--- config.mk ---
export PLATFORM = sky130hd
export DESIGN_NAME = chess_turn_scheduler
export DESIGN_NICKNAME = d
export VERILOG_FILES = /design/src/rtl/chess_turn_scheduler.sv
export SDC_FILE = /design/constraint.sdc
export NUM_CORES = 1
export LEC_CHECK = 0
export CORE_AREA = 2 2 109 111
export CTS_CLUSTER_SIZE = 28
export DETAILED_ROUTE_END_ITERATION = 10
export DIE_AREA = 0 0 111 113
export DONT_BUFFER_PORTS = 1
export PLACE_DENSITY_LB_ADDON = 0.2
export SLEW_MARGIN = 25
export SYNTH_ARGS = -nofsm -noshare
export SYNTH_HDL_FRONTEND = slang
export SYNTH_SLANG_ARGS = --single-unit
--- constraint.sdc ---
create_clock -name i_clk -period 4.1 [get_ports i_clk]
set_input_delay 0.205 -clock i_clk [delete_from_list [all_inputs] [get_ports i_clk]]
set_output_delay 0.205 -clock i_clk [all_outputs]
set_load 0.02 [all_outputs]
--- src/rtl/chess_turn_scheduler.sv ---
// Two-player chess clock turn controller: button arbitration, per-player
// remaining-time registers, Fischer increment and sticky time-out flag.
module chess_turn_scheduler #(
  parameter int unsigned TIME_W     = 10,
  parameter int unsigned START_TIME = 300,
  parameter int unsigned INCREMENT  = 2
) (
  input  logic              i_clk,
  input  logic              i_reset,
  input  logic              i_tick,
  input  logic [1:0]        i_btn,
  input  logic              i_pause,
  output logic [TIME_W-1:0] o_time1,
  output logic [TIME_W-1:0] o_time2,
  output logic [1:0]        o_active,
  output logic [1:0]        o_flag,
  output logic [2:0]        o_state
);

  localparam logic [2:0] S_IDLE  = 3'd0;
  localparam logic [2:0] S_RUN1  = 3'd1;
  localparam logic [2:0] S_RUN2  = 3'd2;
  localparam logic [2:0] S_PAUSE = 3'd3;
  localparam logic [2:0] S_FLAG  = 3'd4;

  localparam logic [TIME_W:0]   TIME_MAX  = {1'b0, {TIME_W{1'b1}}};
  localparam logic [TIME_W:0]   INC_EXT   = (TIME_W+1)'(INCREMENT);
  localparam logic [TIME_W-1:0] START_VAL = TIME_W'(START_TIME);
  localparam logic [TIME_W-1:0] ONE       = TIME_W'(1);

  logic [1:0]        sync1, sync2, prev;
  logic [1:0]        rise;
  logic              paused_p2;

  logic [2:0]        state_n;
  logic [TIME_W-1:0] time1_n, time2_n;
  logic [1:0]        flag_n, active_n;
  logic              paused_n;
  logic [TIME_W-1:0] dec1, dec2;

  // Adds the increment to a time value, clamping at the register maximum.
  function automatic logic [TIME_W-1:0] sat_inc(input logic [TIME_W-1:0] t);
    logic [TIME_W:0] s;
    s = {1'b0, t} + INC_EXT;
    return (s > TIME_MAX) ? TIME_MAX[TIME_W-1:0] : s[TIME_W-1:0];
  endfunction

  assign rise = sync2 & ~prev;
  assign dec1 = o_time1 - TIME_W'(i_tick);
  assign dec2 = o_time2 - TIME_W'(i_tick);

  // Two-flop synchronizer plus previous-value register for edge detection.
  always_ff @(posedge i_clk or posedge i_reset) begin
    if (i_reset) begin
      sync1 <= 2'b00;
      sync2 <= 2'b00;
      prev  <= 2'b00;
    end else begin
      sync1 <= i_btn;
      sync2 <= sync1;
      prev  <= sync2;
    end
  end

  // State, time, flag and active registers.
  always_ff @(posedge i_clk or posedge i_reset) begin
    if (i_reset) begin
      o_state   <= S_IDLE;
      o_time1   <= START_VAL;
      o_time2   <= START_VAL;
      o_flag    <= 2'b00;
      o_active  <= 2'b00;
      paused_p2 <= 1'b0;
    end else begin
      o_state   <= state_n;
      o_time1   <= time1_n;
      o_time2   <= time2_n;
      o_flag    <= flag_n;
      o_active  <= active_n;
      paused_p2 <= paused_n;
    end
  end

  // Next-state logic: pause beats time-out, time-out beats a turn switch.
  always_comb begin
    state_n  = o_state;
    time1_n  = o_time1;
    time2_n  = o_time2;
    flag_n   = o_flag;
    paused_n = paused_p2;
    case (o_state)
      S_IDLE: begin
        if (rise == 2'b01)      state_n = S_RUN2;
        else if (rise == 2'b10) state_n = S_RUN1;
      end
      S_RUN1: begin
        if (i_pause) begin
          state_n  = S_PAUSE;
          paused_n = 1'b0;
        end else if (i_tick && (o_time1 == ONE)) begin
          time1_n = '0;
          flag_n  = 2'b01;
          state_n = S_FLAG;
        end else begin
          time1_n = dec1;
          if (rise[0]) begin
            time1_n = sat_inc(dec1);
            state_n = S_RUN2;
          end
        end
      end
      S_RUN2: begin
        if (i_pause) begin
          state_n  = S_PAUSE;
          paused_n = 1'b1;
        end else if (i_tick && (o_time2 == ONE)) begin
          time2_n = '0;
          flag_n  = 2'b10;
          state_n = S_FLAG;
        end else begin
          time2_n = dec2;
          if (rise[1]) begin
            time2_n = sat_inc(dec2);
            state_n = S_RUN1;
          end
        end
      end
      S_PAUSE: begin
        if (!i_pause) state_n = paused_p2 ? S_RUN2 : S_RUN1;
      end
      S_FLAG: begin
        state_n = S_FLAG;
      end
      default: begin
        state_n = S_IDLE;
      end
    endcase
    active_n = (state_n == S_RUN1) ? 2'b01 :
               (state_n == S_RUN2) ? 2'b10 : 2'b00;
  end

endmodule

==> metrics.md, run 1 <==
| Metric | Value |
|---|---|
| Synth unique cells | 60 |
| VDD IR max | 0.2479 mV |
| Initial Util | 23.84% |
| Post-synth EDFFs | 0 |
| CP Max Fanout | 8 |
| Top-Level Pins | 33 |
| Comb pwr share | 45.3% |
| CP required | 4290 ps |
| Crit Path Category | reg -> reg |
| P per Cell Area | 745.9 nW/µm² |
| Die X | 111 µm |
| Internal cell power | 1.174 mW |
| Max clock buf depth | 2 |
| Largest net degree at the start of global routing | 35 |
| Clock transition at the registers of the reported paths | 60 ps |
| Total number of yosys warnings | 0 |
| Final setup viols | 0 |
| Period utilisation layout | 82.26% |
| Worst setup SP type | flip-flop |
| FF+latch count, synth | 34 |
| Slew HR | 48.83% |
| Sw power | 1.076 mW |
| Clk sinks | 34 |
| Critical Path Sink Type | flip-flop |
| Fmax | 296.5 MHz |
| Hold Vio Cnt, Final | 0 |
| CTS buffer count | 5 |
| RePlAce Congestion | 0.8599 |
| DRT iter0 DRCs | 131 |
| # diodes | 0 |
| Synthesized instance count | 324 |
| Routed wire per std cell | 16.33 µm |
| Hpwl dp | 5524 µm |
| Share of power burned in registers | 35.4% |
| Clock share of power | 19.3% |
| Met1 wire length | 3387 µm |
| Initial antenna violation count | 0 |
| Clk root buf | clkbuf_16 |
| Switching Fraction | 47.82% |
| Asr flop ratio synth | 100.0% |
| Final Non-Filler Cells | 465 |
| Ratio of cells with drive above 1 in the final layout | 9.938% |
| Setup TNS | 0 ps |
| RSZ-0062 raised after global routing | no |
| Status | complete, no violations |
| Vias per cell | 5.116 |
| Final antenna-violating net count | 0 |
| Clock Latency Late Sink | 280 ps |
| Gr usage total | 12.41% |
| MaxCap Viol Count | 0 |
| CORE AREA | 11,270 µm² |
| Hold WC Path Type | in -> reg |
| Routed met2 length | 3553 µm |
| Crit path time final | 3373 ps |
| Setup Skew | 4.996 ps |
| Die area | 12,540 µm² |
| PortBufs | 0 |
| Die height | 113 µm |
| Via count | 2,379 |
| Leakage | 1.186 nW |
| H-tree levels | 2 |
| Least-Margin Pin Slew | 764.8 ps |
| Vias in the first global route | 2,336 |
| Seq/Total Area, Yosys | 32.03% |
| TritonCTS clock tree | yes |
| Number of core rows | 39 |
| Metal3 WL | 511 µm |
| Post-route DRC | 0 |
| Post-synth net total | 338 |
| Postcts setup bufs | 0 |
| Synth-to-layout area growth | 12.20% |
| First-pass GRT wire length | 12,580 µm |
| Max layer used | met4 |
| Final WL | 7595 µm |
| GR Overflow Total | 0 |
| Most used DFF post-synth | dfrtp_1 |
| Total iterations of the first detailed-routing run | 4 |
| Final Max Slew Viols | 0 |
| Nets | 335 |
| Data arrival, critical path | 3560 ps |
| Syn_area_per_cell | 8.295 µm² |
| Cell Area, Synth | 2688 µm² |
| Dpl cells | 454 |
-- flip-flops by register name (all words and copies together), names as in the netlist --
register and count:
o_active 2, o_flag 2, o_state 3, o_time1 10, o_time2 10, paused_p2 1, prev 2, sync1 2
sync2 2
-- power groups by stage --
stage / Clock, mW / Sequential [mW] / Combinational, mW
2_1_floorplan: 0 / 0.682 / 0.876
4_1_cts: 0.447 / 0.803 / 1.01
3_5_place_dp: 0 / 0.808 / 1.00
3_3_place_gp: 0 / 0.806 / 1.02
6_report: 0.433 / 0.796 / 1.02
5_1_grt: 0.461 / 0.826 / 1.15
-- per-layer routing --
metal | track usage [%] | vias up
li1 | - | 1177
met2 | 20.41 | 66
met1 | 15.35 | 1128
met3 | 4.071 | 8
met4 | 4.333 | 0
met5 | 0 | -
-- path summary, 6_finish.rpt --
check	slack (ps)	endpoint	cells after the start	from
worst max-delay path	730	o_time1[0]	13	o_time1[0]
worst min-delay path	20	o_state[2]	1	i_pause
worst max register to register	730	o_time1[0]	13	o_time1[0]
worst min register to register	350	sync2[1]	0	sync1[1]
max in group asynchronous	3260	o_time1[8]	3	i_reset
min in group asynchronous	480	o_time2[4]	3	i_reset
-- critical path, stage by stage, from the launching register on --
cell and delay, ps:
dfrtp_1 490, inv_1 90, ha_1 240, ha_1 280, nand2b_1 280, nand2_1 130, ha_1 290, xnor2_1 210
xnor2_1 140, nand4b_1 140, or4_4 550, a21oi_1 230, nand3_1 120, o211ai_1 120
-- synthesized netlist by cell type, types with 3 or more instances --
cell type / number / share of area, %
o21a_1: 3 / 0.84
o211ai_1: 5 / 1.4
and3_1: 4 / 0.93
o21ai_0: 22 / 4.1
nor3b_1: 3 / 0.84
nor4_1: 5 / 1.2
o31ai_1: 3 / 0.84
inv_1: 13 / 1.8
dfrtp_1: 26 / 24
a21o_1: 4 / 1.1
nor2_1: 21 / 2.9
a31oi_1: 7 / 1.6
nand2_1: 36 / 5.0
nand2b_1: 7 / 1.6
a21oi_1: 14 / 2.6
buf_2: 3 / 0.56
nor3_1: 11 / 2.0
ha_1: 8 / 3.7
mux2i_1: 7 / 2.6
dfstp_2: 8 / 7.8
xnor2_1: 9 / 2.9
nand4b_1: 4 / 1.3
a22o_1: 6 / 2.0
a32o_1: 6 / 2.2
clkbuf_1: 11 / 1.5
xor2_1: 11 / 3.6
and2_1: 6 / 1.4
nand4_1: 3 / 0.70
nand3_1: 16 / 3.0
nor2b_1: 4 / 0.93
-- through the flow --
step | hold slack [ps] | utilization [%] | instance area, µm² | power (mW) | setup slack (ps)
2_1_floorplan | 236.4 | - | 2688 | 1.557 | 1043
3_3_place_gp | 236.6 | 25.02 | 2820 | 1.827 | 778.6
3_5_place_dp | 236.5 | 25.02 | 2820 | 1.810 | 775.1
4_1_cts | 8.071 | 26.75 | 3015 | 2.264 | 756.3
5_1_grt | 23.35 | 26.75 | 3015 | 2.434 | 455.9
6_report | 16.80 | 26.75 | 3015 | 2.249 | 727.4
-- repair_timing --
item,CTS,global route
hold buffers,3,0
resized for setup,0,0
endpoints found under the hold margin,28,0
-- cells by family (layout without fill, tap and decap cells) --
group	after synthesis	in the layout	synth area share (%)
compound gates	85	85	21.23
xor+xnor	21	21	7.123
fa+ha+maj	8	8	3.725
buf+inv	29	27	4.376
flops	34	34	32.03
mux	9	9	3.445
simple gates	138	138	28.07
-- final cells by class --
type / instances / area [µm²]
flip-flops and latches: 34 / 860.8
clock buffers: 5 / 125.1
multi-input cells: 261 / 1709
clock inverters: 3 / 40.04
inverters: 13 / 48.80
well taps: 143 / 178.9
fillers: 1204 / 8257
repair buffers: 6 / 52.55
-- layout by cell type, fill, tap and decap left out, types with 3 or more instances in the layout --
| master | n |
|---|---|
| nand2_1 | 36 |
| dfrtp_1 | 26 |
| o21ai_0 | 22 |
| nor2_1 | 21 |
| nand3_1 | 16 |
| a21oi_1 | 14 |
| inv_1 | 13 |
| xor2_1 | 11 |
| nor3_1 | 11 |
| xnor2_1 | 9 |
| ha_1 | 8 |
| dfstp_2 | 8 |
| nand2b_1 | 7 |
| mux2i_1 | 7 |
| a31oi_1 | 7 |
| and2_1 | 6 |
| a32o_1 | 6 |
| a22o_1 | 6 |
| nor4_1 | 5 |
| o211ai_1 | 5 |
| clkbuf_16 | 5 |
| nand4b_1 | 4 |
| and3_1 | 4 |
| nor2b_1 | 4 |
| a21o_1 | 4 |
| nand4_1 | 3 |
| o21a_1 | 3 |
| nor3b_1 | 3 |
| o31ai_1 | 3 |
| dlygate4sd3_1 | 3 |
| buf_4 | 3 |
Note: power is estimated with default switching activity, not from simulation.
==> run 2: changes to the inputs <==
Clock period 4.1 ns to 3.1 ns, I/O delays scaled along.
==> metrics.md, run 2 (synthesized netlist as in run 1, its figures left out) <==
| Metric | Value |
|---|---|
| Total iterations of the first detailed-routing run | 4 (unchanged) |
| Placed Area | 2955 µm² (was 2820 µm²) |
| Most frequent cells in the layout | 35 x nand2_1, 26 x dfrtp_1, 21 x nor2_1, 21 x o21ai_0, 21 x buf_4 (was 36 x nand2_1, 26 x dfrtp_1, 22 x o21ai_0) |
| Vias in the first global route | 2,386 (was 2,336) |
| CP dominant cell by count | ha_1 (unchanged) |
| Gr usage total | 12.41% (about the same) |
| Hold_ws | 60.09 ps (was 16.80 ps) |
| Hold Crit Depth | 3 (was 1) |
| TritonCTS clock tree | yes (unchanged) |
| HP Start | i_pause (unchanged) |
| R2R Setup Slk | 150 ps (was 730 ps) |
| Final antenna-violating net count | 0 (unchanged) |
| PortBufs | 0 (unchanged) |
| MaxCap Viol Count | 0 (unchanged) |
| CORE AREA | 11,270 µm² (unchanged) |
| Commonest non-fill, non-tap cell in the layout | nand2_1 (unchanged) |
| CP required | 3320 ps (was 4290 ps) |
| Comb pwr share | 52.0% (was 45.3%) |
| Number of core rows | 39 (unchanged) |
| Ratio of cells with drive above 1 in the final layout | 15.25% (was 9.938%) |
| Period utilisation layout | 95.10% (was 82.26%) |
| # diodes | 0 (unchanged) |
| Synth-to-layout area growth | 18.48% (was 12.20%) |
| Worst setup SP type | flip-flop (unchanged) |
| Postcts setup bufs | 0 (unchanged) |
| Via count | 2,440 (was 2,379) |
| Clock transition at the registers of the reported paths | 60 ps (about the same) |
| Fin area | 3184 µm² (was 3015 µm²) |
| Vias per cell | 5.041 (was 5.116) |
| Internal cell power | 1.663 mW (was 1.174 mW) |
| Final WL | 7572 µm (was 7595 µm) |
| Die height | 113 µm (unchanged) |
| Worst flop-to-flop path startpoint | o_time2[0] (was o_time1[0]) |
| Critical Path Sink Type | flip-flop (unchanged) |
| CP peak stage delay | 720 ps (was 550 ps) |
| Largest net degree at the start of global routing | 35 (unchanged) |
| Crit path time final | 2948 ps (was 3373 ps) |
| Sw power | 1.428 mW (was 1.076 mW) |
| Setup TNS | 0 ps (unchanged) |
| Max clock buf depth | 2 (unchanged) |
| Hold Path Sink | paused_p2 (was o_state[2]) |
| Switching Fraction | 46.20% (was 47.82%) |
| Data arrival, critical path | 3170 ps (was 3560 ps) |
| FF-to-FF path depth | 10 (was 13) |
| H-tree levels | 2 (unchanged) |
| Final Max Slew Viols | 0 (unchanged) |
| Critical Path Source | o_time2[0] (was o_time1[0]) |
| Crit Path Category | reg -> reg (unchanged) |
| Setup Skew | 7.325 ps (was 4.996 ps) |
| Clock share of power | 17.7% (was 19.3%) |
| Die area | 12,540 µm² (unchanged) |
| Status | complete, no violations (unchanged) |
| Hold Vio Cnt, Final | 0 (unchanged) |
| Initial Util | 23.84% (unchanged) |
| CTS buffer count | 5 (unchanged) |
| Post-route DRC | 0 (unchanged) |
| Initial antenna violation count | 0 (unchanged) |
| Cells along the critical path | inv_1, ha_1, ha_1, buf_4, o32ai_1, mux2_2, o21ai_0, o211ai_1, a31oi_1, a21o_1 (was inv_1, ha_1, ha_1, nand2b_1, nand2_1, ha_1, xnor2_1, xnor2_1, nand4b_1, or4_4, a21oi_1, nand3_1, o211ai_1) |
| P per Cell Area | 970.4 nW/µm² (was 745.9 nW/µm²) |
| Least-Margin Pin Slew | 811.7 ps (was 764.8 ps) |
| Final setup viols | 0 (unchanged) |
| Largest regs | o_time1 x10, o_time2 x10, o_state x3 (unchanged) |
| Slew HR | 45.72% (was 48.83%) |
| Fmax | 339.2 MHz (was 296.5 MHz) |
| Clk root buf | clkbuf_16 (unchanged) |
| Share of power burned in registers | 30.3% (was 35.4%) |
| Die X | 111 µm (unchanged) |
| Slowest CP cell | o32ai_1 (was or4_4) |
| Clock Latency Late Sink | 280 ps (about the same) |
| DRT iter0 DRCs | 108 (was 131) |
| Routed wire per std cell | 15.64 µm (was 16.33 µm) |
| R2R Path End | o_time2[2] (was o_time1[0]) |
| Clk sinks | 34 (unchanged) |
| Hold WC Path Type | in -> reg (unchanged) |
| RePlAce Congestion | 0.8435 (was 0.8599) |
| Leakage | 1.280 nW (was 1.186 nW) |
| Nets | 354 (was 335) |
| Top-Level Pins | 33 (unchanged) |
| CP Max Fanout | 6 (was 8) |
| First-pass GRT wire length | 12,690 µm (was 12,580 µm) |
| VDD IR max | 0.3410 mV (was 0.2479 mV) |
| Final Util | 28.25% (was 26.75%) |
| GR Overflow Total | 0 (unchanged) |
| Hpwl dp | 5689 µm (was 5524 µm) |
==> run 2: changes by cell type in the layout (fill, tap and decap cells not counted) <==
cell           change
ha_1               -1
nand2_2            +1
bufinv_16          -1
dlygate4sd3_1      +1
o21ai_1            +1
o21ai_0            -1
nand2_1            -1
ha_4               +1
o21ai_2            -1
o21ai_4            +1
buf_4             +18
clkbuf_8           +3
clkinv_2           -2
==> run 2: layout make-up <==
cell class	count	area [µm²]
Fill cell	1209	8088
Multi-Input combinational cell	261	1732
Sequential cell	34	860.8
Timing Repair Buffer	25	197.7
Tap cell	143	178.9
Clock buffer	8	166.4
Inverter	13	48.80
==> run 2: routing by layer <==
layer	global-route usage, %	share of wire, %	vias to the layer above
met1	15.96	46	1174
met2	20.33	48	43
met4	3.750	1.0	0
li1	-	-	1216
met5	0	0	-
met3	3.535	5.3	7
==> run 2: how the worst max path moves through the flow <==
stage            endpoint  slack (ps)
2_1_floorplan  o_time1[2]          40
3_3_place_gp   o_time1[4]         130
3_5_place_dp   o_time1[2]          60
4_1_cts        o_time1[2]          40
5_1_grt        o_time1[3]        -0.2
6_report       o_time2[2]         150
==> run 2: stage by stage <==
stage / setup WS (ps) / instances / power [mW]
3_3_place_gp: 125.1 / 472 / 2.537
5_1_grt: -0.2465 / 484 / 3.364
4_1_cts: 43.15 / 484 / 3.098
6_report: 151.9 / 484 / 3.090
3_5_place_dp: 55.50 / 472 / 2.524
2_1_floorplan: 43.03 / 324 / 2.060
==> run 2: what timing repair did <==
action / 4_1_cts / 5_1_grt
gates resized for setup: 0 / 5
hold buffers: 4 / 0
hold endpoints to repair: 29 / 0
setup endpoints to repair: 0 / 5
==> run 2: power groups by stage <==
stage	Combinational [mW]	Sequential, mW	Clock (mW)
after detailed placement	1.57	0.952	0
after floorplan	1.16	0.902	0
final	1.61	0.937	0.547
after CTS	1.59	0.946	0.565
after global routing	1.80	0.976	0.590
after global placement	1.59	0.952	0
==> run 2: worst max-delay path, delay by kind of cell (launching register included) <==
kind                     cells  cell delay [ps]
adder cells (fa/ha/maj)      2              440
multiplexers                 1              410
flip-flops                   1              340
buffers and inverters        2              210
AO/OA/AOI/OAI                5             1480
